[config.mk]
export PLATFORM = sky130hd
export DESIGN_NAME = mipsmulti_ctrl_hs
export DESIGN_NICKNAME = d
export VERILOG_FILES = /design/src/rtl/mipsmulti_pkg.sv /design/src/rtl/mipsmulti_aludec_ext.sv /design/src/rtl/mipsmulti_ctrl_hs.sv
export SDC_FILE = /design/constraint.sdc
export NUM_CORES = 1
export LEC_CHECK = 0
export ABC_CLOCK_PERIOD_IN_PS = 6400
export CORE_ASPECT_RATIO = 0.9
export CORE_UTILIZATION = 46
export CTS_CLUSTER_SIZE = 40
export DETAILED_ROUTE_END_ITERATION = 10
export HOLD_SLACK_MARGIN = 0.03
export PLACE_DENSITY = 0.77
export SETUP_SLACK_MARGIN = 0.15
export SYNTH_ARGS = -nofsm -noshare
export SYNTH_HDL_FRONTEND = slang
export SYNTH_HIERARCHICAL = 1
export SYNTH_SLANG_ARGS = --single-unit
[constraint.sdc]
create_clock -name clk -period 6.4 [get_ports clk]
set_clock_uncertainty 0.15 [all_clocks]
set_input_delay 0.96 -clock clk [delete_from_list [all_inputs] [get_ports clk]]
set_output_delay 0.96 -clock clk [all_outputs]
set_load 0.01 [all_outputs]
[src/rtl/mipsmulti_pkg.sv]
// Shared types and encodings for the handshaking multicycle MIPS controller:
// FSM states, opcode/funct fields, ALU control codes and the decoded control bundle.
package mipsmulti_pkg;

  typedef enum logic [4:0] {
    FETCH,
    DECODE,
    MEMADR,
    MEMRD,
    MEMWB,
    MEMWR,
    RTYPEEX,
    RTYPEWB,
    BEQEX,
    BNEEX,
    ADDIEX,
    ANDIEX,
    ORIEX,
    IMMWB,
    JEX,
    JALEX,
    FAULT
  } state_t;

  localparam logic [5:0] OP_LW    = 6'b100011;
  localparam logic [5:0] OP_SW    = 6'b101011;
  localparam logic [5:0] OP_RTYPE = 6'b000000;
  localparam logic [5:0] OP_BEQ   = 6'b000100;
  localparam logic [5:0] OP_BNE   = 6'b000101;
  localparam logic [5:0] OP_ADDI  = 6'b001000;
  localparam logic [5:0] OP_ANDI  = 6'b001100;
  localparam logic [5:0] OP_ORI   = 6'b001101;
  localparam logic [5:0] OP_J     = 6'b000010;
  localparam logic [5:0] OP_JAL   = 6'b000011;

  localparam logic [5:0] F_ADD = 6'b100000;
  localparam logic [5:0] F_SUB = 6'b100010;
  localparam logic [5:0] F_AND = 6'b100100;
  localparam logic [5:0] F_OR  = 6'b100101;
  localparam logic [5:0] F_SLT = 6'b101010;

  localparam logic [2:0] ALU_ADD = 3'b010;
  localparam logic [2:0] ALU_SUB = 3'b110;
  localparam logic [2:0] ALU_AND = 3'b000;
  localparam logic [2:0] ALU_OR  = 3'b001;
  localparam logic [2:0] ALU_SLT = 3'b111;

  typedef enum logic [2:0] {
    AOP_ADD,
    AOP_SUB,
    AOP_AND,
    AOP_OR,
    AOP_FUNCT
  } aluop_t;

  // Raw per-state controls before pcen is formed and before reset gating.
  typedef struct packed {
    logic       memreq;
    logic       memwrite;
    logic       irwrite;
    logic       regwrite;
    logic       alusrca;
    logic       iord;
    logic       immzext;
    logic       pcwrite;
    logic       branch;
    logic       branchne;
    logic [1:0] regdst;
    logic [1:0] memtoreg;
    logic [1:0] alusrcb;
    logic [1:0] pcsrc;
  } ctrl_t;

  function automatic logic isWaitState(state_t s);
    return (s == FETCH) || (s == MEMRD) || (s == MEMWR);
  endfunction

endpackage

[src/rtl/mipsmulti_aludec_ext.sv]
// ALU decoder: turns the FSM's aluop plus the instruction funct field into
// alucontrol, and flags whether the funct is one the datapath supports.
module mipsmulti_aludec_ext
  import mipsmulti_pkg::*;
(
  input  aluop_t     aluop,
  input  logic [5:0] funct,
  output logic [2:0] alucontrol,
  output logic       funct_legal
);

  logic [2:0] functAlu;

  always_comb begin
    funct_legal = 1'b1;
    functAlu    = ALU_ADD;
    case (funct)
      F_ADD:   functAlu = ALU_ADD;
      F_SUB:   functAlu = ALU_SUB;
      F_AND:   functAlu = ALU_AND;
      F_OR:    functAlu = ALU_OR;
      F_SLT:   functAlu = ALU_SLT;
      default: funct_legal = 1'b0;
    endcase
  end

  always_comb begin
    alucontrol = ALU_ADD;
    case (aluop)
      AOP_ADD:   alucontrol = ALU_ADD;
      AOP_SUB:   alucontrol = ALU_SUB;
      AOP_AND:   alucontrol = ALU_AND;
      AOP_OR:    alucontrol = ALU_OR;
      AOP_FUNCT: alucontrol = functAlu;
      default:   alucontrol = ALU_ADD;
    endcase
  end

endmodule

[src/rtl/mipsmulti_ctrl_hs.sv]
// Multicycle MIPS controller with a variable-latency memory handshake, a bounded
// wait timeout and a sticky FAULT state for illegal instructions and timeouts.
module mipsmulti_ctrl_hs
  import mipsmulti_pkg::*;
#(
  parameter int EXT_OPS    = 1,
  parameter int WAIT_LIMIT = 15
) (
  input  logic       clk,
  input  logic       reset,
  input  logic [5:0] op,
  input  logic [5:0] funct,
  input  logic       zero,
  input  logic       mem_ready,
  output logic       memreq,
  output logic       memwrite,
  output logic       pcen,
  output logic       irwrite,
  output logic       regwrite,
  output logic       alusrca,
  output logic       iord,
  output logic       immzext,
  output logic [1:0] regdst,
  output logic [1:0] memtoreg,
  output logic [1:0] alusrcb,
  output logic [1:0] pcsrc,
  output logic [2:0] alucontrol,
  output logic       fault
);

  localparam int CNT_W = $clog2(WAIT_LIMIT + 1);

  state_t           state;
  state_t           nextState;
  logic [CNT_W-1:0] waitCnt;
  ctrl_t            c;
  aluop_t           aluop;
  logic             aluUsed;
  logic [2:0]       decAlu;
  logic             functLegal;
  logic             timeout;
  logic             extOn;

  assign extOn   = (EXT_OPS != 0);
  assign timeout = isWaitState(state) && !mem_ready
                   && (waitCnt == CNT_W'(WAIT_LIMIT));

  mipsmulti_aludec_ext u_aludec (
    .aluop       (aluop),
    .funct       (funct),
    .alucontrol  (decAlu),
    .funct_legal (functLegal)
  );

  // The wait counter restarts on every state change, so each memory wait is
  // measured from its own first cycle; at the limit the FSM leaves, so it never wraps.
  always_ff @(posedge clk or posedge reset) begin
    if (reset) begin
      state   <= FETCH;
      waitCnt <= '0;
    end else begin
      state <= nextState;
      if (nextState != state)
        waitCnt <= '0;
      else if (isWaitState(state) && !mem_ready)
        waitCnt <= waitCnt + CNT_W'(1);
    end
  end

  always_comb begin
    nextState = state;
    c         = '0;
    aluop     = AOP_ADD;
    aluUsed   = 1'b0;
    case (state)
      FETCH: begin
        c.memreq  = 1'b1;
        c.alusrcb = 2'b01;
        aluUsed   = 1'b1;
        c.irwrite = mem_ready;
        c.pcwrite = mem_ready;
        if (mem_ready)    nextState = DECODE;
        else if (timeout) nextState = FAULT;
      end
      DECODE: begin
        c.alusrcb = 2'b11;
        aluUsed   = 1'b1;
        case (op)
          OP_LW, OP_SW: nextState = MEMADR;
          OP_RTYPE:     nextState = functLegal ? RTYPEEX : FAULT;
          OP_BEQ:       nextState = BEQEX;
          OP_ADDI:      nextState = ADDIEX;
          OP_J:         nextState = JEX;
          OP_BNE:       nextState = extOn ? BNEEX  : FAULT;
          OP_ANDI:      nextState = extOn ? ANDIEX : FAULT;
          OP_ORI:       nextState = extOn ? ORIEX  : FAULT;
          OP_JAL:       nextState = extOn ? JALEX  : FAULT;
          default:      nextState = FAULT;
        endcase
      end
      MEMADR: begin
        c.alusrca = 1'b1;
        c.alusrcb = 2'b10;
        aluUsed   = 1'b1;
        nextState = (op == OP_SW) ? MEMWR : MEMRD;
      end
      MEMRD: begin
        c.memreq = 1'b1;
        c.iord   = 1'b1;
        if (mem_ready)    nextState = MEMWB;
        else if (timeout) nextState = FAULT;
      end
      MEMWB: begin
        c.regwrite = 1'b1;
        c.memtoreg = 2'b01;
        nextState  = FETCH;
      end
      MEMWR: begin
        c.memreq   = 1'b1;
        c.memwrite = 1'b1;
        c.iord     = 1'b1;
        if (mem_ready)    nextState = FETCH;
        else if (timeout) nextState = FAULT;
      end
      RTYPEEX: begin
        c.alusrca = 1'b1;
        aluop     = AOP_FUNCT;
        aluUsed   = 1'b1;
        nextState = RTYPEWB;
      end
      RTYPEWB: begin
        c.regwrite = 1'b1;
        c.regdst   = 2'b01;
        nextState  = FETCH;
      end
      BEQEX, BNEEX: begin
        c.alusrca  = 1'b1;
        c.pcsrc    = 2'b01;
        aluop      = AOP_SUB;
        aluUsed    = 1'b1;
        c.branch   = (state == BEQEX);
        c.branchne = (state == BNEEX);
        nextState  = FETCH;
      end
      ADDIEX, ANDIEX, ORIEX: begin
        c.alusrca = 1'b1;
        c.alusrcb = 2'b10;
        aluUsed   = 1'b1;
        c.immzext = (state != ADDIEX);
        if (state == ANDIEX)     aluop = AOP_AND;
        else if (state == ORIEX) aluop = AOP_OR;
        nextState = IMMWB;
      end
      IMMWB: begin
        c.regwrite = 1'b1;
        nextState  = FETCH;
      end
      JEX: begin
        c.pcwrite = 1'b1;
        c.pcsrc   = 2'b10;
        nextState = FETCH;
      end
      // PC already holds PC+4 here, so the link value and the jump land on one edge.
      JALEX: begin
        c.pcwrite  = 1'b1;
        c.pcsrc    = 2'b10;
        c.regwrite = 1'b1;
        c.regdst   = 2'b10;
        c.memtoreg = 2'b10;
        nextState  = FETCH;
      end
      FAULT:   nextState = FAULT;
      default: nextState = FAULT;
    endcase
  end

  // Reset gates every output so an access in flight is withdrawn at once.
  assign memreq     = ~reset & c.memreq;
  assign memwrite   = ~reset & c.memwrite;
  assign irwrite    = ~reset & c.irwrite;
  assign regwrite   = ~reset & c.regwrite;
  assign alusrca    = ~reset & c.alusrca;
  assign iord       = ~reset & c.iord;
  assign immzext    = ~reset & c.immzext;
  assign pcen       = ~reset & (c.pcwrite | (c.branch & zero) | (c.branchne & ~zero));
  assign regdst     = reset ? 2'b00 : c.regdst;
  assign memtoreg   = reset ? 2'b00 : c.memtoreg;
  assign alusrcb    = reset ? 2'b00 : c.alusrcb;
  assign pcsrc      = reset ? 2'b00 : c.pcsrc;
  assign alucontrol = (reset || !aluUsed) ? 3'b000 : decAlu;
  assign fault      = ~reset & (state == FAULT);

endmodule

# Word level (Yosys, flattened, before mapping)
# Index checks and enable logic that the tools add are counted.
# W data, S select, Z words.
[word_totals] regBits=9 wordCells=112 inputBits=16 output_inout_bits=20
[op_classes] bitwise=15 n_addsub=1 eq_ne=37 reduce_logical=22 muxes=35
[ops] op="$pmux W5 S9" n=1
[ops] op="$eq A6 B6 Y1 const B" n=7
[ops] op="$eq A5 B4 Y1 const B" n=8
[ops] op="$pmux W5 S8" n=1
[ops] op="$mux W5" n=5
[ops] op="$pmux W3 S4" n=2
[ops] op="$eq A5 B3 Y1 const B" n=4
[ops] op="$eq A6 B4 Y1 const B" n=3
[ops] op="$reduce_or A7 Y1" n=2
[ops] op="$eq A6 B2 Y1 const B" n=2
[ops] op="$eq A6 B3 Y1 const B" n=2
[ops] op="$mux W2" n=6
[ops] op="$pmux W2 S2" n=3
[ops] op="$and A1 B1 Y1" n=11
[ops] op="$eq A5 B2 Y1 const B" n=2
[ops] op="$mux W1" n=9
[ops] op="$mux W3" n=3
[ops] op="$pmux W3 S3" n=1
[ops] op="$reduce_or A9 Y1" n=1
[ops] op="$mux W4" n=2
[ops] op="$reduce_or A2 Y1" n=4
[ops] op="$reduce_or A4 Y1" n=2
[ops] op="$eq A3 B2 Y1 const B" n=2
[ops] op="$logic_not A6 Y1" n=1
[ops] op="other kinds (19)" n=26

# Depth between registers and ports, before layout
[depth] depth_word=10 depth_mapped=8 ltp_nobuf=8

# Cells and area by module
# The synthesis kept the hierarchy.
[modules_own_cells] mod="mipsmulti_ctrl_hs" area_each_um2=1214.9 cells_each=159 n_inst=1 seq_area_each_um2=225.2
[modules_own_cells] mod="mipsmulti_aludec_ext" area_each_um2=111.4 cells_each=14 n_inst=1 seq_area_each_um2=0.0

# Worst setup path after synthesis
# No wires, ideal clock.
[synth_path] path_kind="reg-to-output" startpoint="register state[0]" endpoint="output alucontrol[2]" path_buffers=3 t_required_ns=5.290 slack_ns=3.301 arrival_time_ns=1.989 path_stages_with_launch=9 path_cell_list="dfrtp_1 > buf_2 > buf_2 > clkbuf_1 > nor3_1 > nand3b_1 > or3b_1 > a21oi_1 > nor2b_1"
[synth_between] elab_cells_between_ends=24 classes_between="eq/ne (12); mux (6); reduce/logical (6)"
[synth_lines] item="start: declaration" line_no="mipsmulti_ctrl_hs.sv:33" text="state_t state;"
[synth_lines] item="start signal: assignment" line_no="mipsmulti_ctrl_hs.sv:62" text="state <= nextState;"
[synth_lines] item="$eq A5 B4 Y1, on equally long branches" line_no="mipsmulti_ctrl_hs.sv:75, mipsmulti_ctrl_hs.sv:150"
[synth_lines] item="$reduce_or A3 Y1 or $reduce_or A2 Y1 (tied branches)"
[synth_lines] item="$pmux W3 S3 *" line_no="mipsmulti_ctrl_hs.sv:75" text="case (state)"
[synth_lines] item="named net aluop[2]" line_no="mipsmulti_ctrl_hs.sv:37" text="aluop_t aluop;"
[synth_lines] item="$eq A3 B3 Y1 (tied with other cells)" line_no="mipsmulti_aludec_ext.sv:29" text="case (aluop)"
[synth_lines] item="$pmux W3 S4 *" line_no="mipsmulti_aludec_ext.sv:29"
[synth_lines] item="named net decAlu[2]" line_no="mipsmulti_ctrl_hs.sv:39" text="logic [2:0] decAlu;"
[synth_lines] item="$mux W3 *" line_no="mipsmulti_ctrl_hs.sv:190" text="assign alucontrol = (reset || !aluUsed) ? 3'b000 : decAlu;"
[synth_lines] item="end: declaration" line_no="mipsmulti_ctrl_hs.sv:27" text="output logic [2:0] alucontrol,"
# Mark *: on every way through the listed nets, which the timed path passes. The rest lies on a longest branch.

# Final worst setup path
[layout_path] startpoint="input reset" endpoint="output pcen"
[layout_between] elab_chain_len=2
[layout_lines] item="start: declaration" line_no="mipsmulti_ctrl_hs.sv:10" text="input logic reset,"
[layout_lines] item="$not A1 Y1" line_no="mipsmulti_ctrl_hs.sv:185" text="assign pcen = ~reset & (c.pcwrite | (c.branch & zero) | (c.branchne & ~zero));"
[layout_lines] item="$and A1 B1 Y1" line_no="mipsmulti_ctrl_hs.sv:185"
[layout_lines] item="end: declaration" line_no="mipsmulti_ctrl_hs.sv:17" text="output logic pcen,"
# No other way between the ends.

==> impl_metrics.ini <==
[status]
outcome = finished clean

[timing]
hold_ws_ns = 0.4681
fmax_ghz = 0.2495
setup_slack_ns = 2.392
fin_crit_ns = 4.008
worst_pin_slew_ns = 0.9758
setup_viol_count_final = 0
tns_ns = 0
relSlewSlack_pct = 34.94
timing.final.crit_share_pct = 62.62
hold_violations = 0
rsz0062_at_grt = no
drv_slew = 0

[critical_path]
endpoint_kind = output pin
ff2ff_setup_slack_ns = 3.92
start_kind = input pin
required_ns = 5.29
worstSetupPathType = in2out
cp_max_fo = 6
cp_data_arrival_time_ns = 2.90

[grt]
grt_pass1_wl_um = 5554
grt_overflow = 0
antenna_found_initial = 0
grt_pass1_vias = 1260
grt_max_degree = 31
grt_use_total_pct = 22.81

[logic_synthesis]
netlist_top_cells_area = dfrtp_1, nor2b_1, nor2_1
yosys.area_share.simple_pct = 41.32
synth_top_family_by_area = simple AND/OR/NAND/NOR gates
yosys_warnings = 6
synthFlopType = dfrtp_1
async_flop_share_pct = 100.0
yosys-top-cells-count = nor2_1, nand2_1, nor2b_1, nor3_1, dfrtp_1
postSynthNetCount = 190
synth_compound_area_share_pct = 26.04
synth-edff-count = 0
synth_seq_cells = 9
yosysSeqAreaShare_pct = 16.98
synth.distinct_cells = 65
netlist_area_um2 = 1326
synth_top_cell_area_share_pct = 16.98
synthMuxAreaShare_pct = 2.358
synthAdderAreaFrac_pct = 0.9434
synthXorXnorAreaFrac_pct = 4.623
synth_top_cell_by_area = dfrtp_1
syn_inst = 173
synth.avg_cell_area_um2 = 7.666
yosysMostFrequentCell = nor2_1

[clock_tree]
cts_buffer_depth = 2
clk_pin_slew_ns = 0.06
clock-sinks = 9
ctsResizeCount = 0
postCtsSetupRepairBufs = 0
cts_buffers = 3
clk_root_buffer_cell = clkbuf_4
cts_tree = yes
h-tree-depth = 1
insertion_delay_ns = 0.25
cts-hold-fix-buffers = 0

[floorplan]
die_h_um = 52.94
io_pins = 36
std_cell_rows = 18
core_area_um2 = 2748
die_w_um = 58.60
die_area_um2 = 3102
start_util_pct = 48.27

[flow_run]
maxCapViolations = 0

[min_path]
hp-class = reg2reg

[placement]
routabilityCongestion = 0.8434
place_hpwl_um = 2630
dp.cells = 236
pre_cts_ws_ns = 2.398
numPortBuffers = 35

[drt]
drt_iter0_markers = 98
vias = 1407
wl_per_cell_um = 14.20
routed_via_density = 5.863
drtAntennaViolNets = 0
wl_um = 3407
first_pass_iters = 4
drc_errors = 0

[finish]
area_growth_syn_to_layout_pct = 26.70
drive_above_1_share_pct = 11.00
antennaDiodeCount = 0
instances_no_fill = 240
nets = 218

[pwr]
p_total_uw = 126.5
ir_worst_vdd_v = 0.00009365
p_leak_uw = 0.0006058
power_density_nw_per_um2 = 75.25
-- power breakdown --
group,internal [µW],switching (µW)
clock network,23.9,17.4
logic,14.9,13.4
registers,56.9,0
-- through the flow --
stage | utilization, % | area [µm²]
finish | 61.16 | 1680
global route | 61.16 | 1680
CTS | 61.16 | 1680
detailed placement | 60.20 | 1654
global placement | 60.20 | 1654
floorplan | - | 1326
-- layout by cell type, fill, tap and decap left out, types with 2 or more instances in the layout --
cell	count
a31oi_1	6
inv_1	6
a21oi_1	8
a311o_1	2
clkbuf_4	3
a22oi_1	2
and2_1	4
o21ai_0	4
xor2_1	4
inv_2	2
o21ai_1	2
a211oi_1	3
dfrtp_1	9
nor3_1	11
xnor2_1	3
nor2b_1	12
nor2_1	19
mux2i_1	2
nand2_1	13
clkdlybuf4s50_1	35
nor4_2	2
a22o_1	2
o21a_1	2
nand3_1	2
and3_1	3
-- sequential cells by signal, indices dropped and copies added (netlist names) --
register and flops:
state 5, waitCnt 4
-- kinds of logic after synthesis --
family                     after synthesis
adders and majority gates                1
and+or+nand+nor                         88
DFF                                      9
AOI/OAI and AO/OA                       45
xor gates and xnor gates                 7
muxes                                    3
buffers and inverters                   20
-- layout make-up --
cell class	count	area, µm²
fill	256	1067
multi-input combinational	144	998.5
tap	40	50.05
sequential	9	225.2
timing repair buffer	35	350.3
inverter	8	30.03
clock buffer	4	26.28
-- worst max-delay path, stage by stage --
cell and delay [ns]:
clkdlybuf4s50_1 0.52, nor2_1 0.23, nand2_1 0.10, nor3_1 0.28
a22oi_1 0.12, o21ai_1 0.13, clkdlybuf4s50_1 0.55
-- path summary, 6_finish.rpt --
path,start,to,depth (start not counted)
worst max register to register,state[0],waitCnt[3],6
worst max-delay path,reset,pcen,7
min in group asynchronous,reset,state[4],2
worst min register to register,waitCnt[0],waitCnt[0],2
max in group asynchronous,reset,waitCnt[3],2
worst min-delay path,waitCnt[0],waitCnt[0],2
-- layer usage --
| layer | wire [µm] | up-vias | global-route usage [%] |
|---|---|---|---|
| li1 | - | 696 | - |
| met3 | 202 | 4 | 3.912 |
| met2 | 1682 | 42 | 41.76 |
| met5 | 0 | - | 0 |
| met4 | 22 | 0 | 2.381 |
| met1 | 1499 | 665 | 28.89 |
No activity file was read; power rests on OpenSTA's default activity.
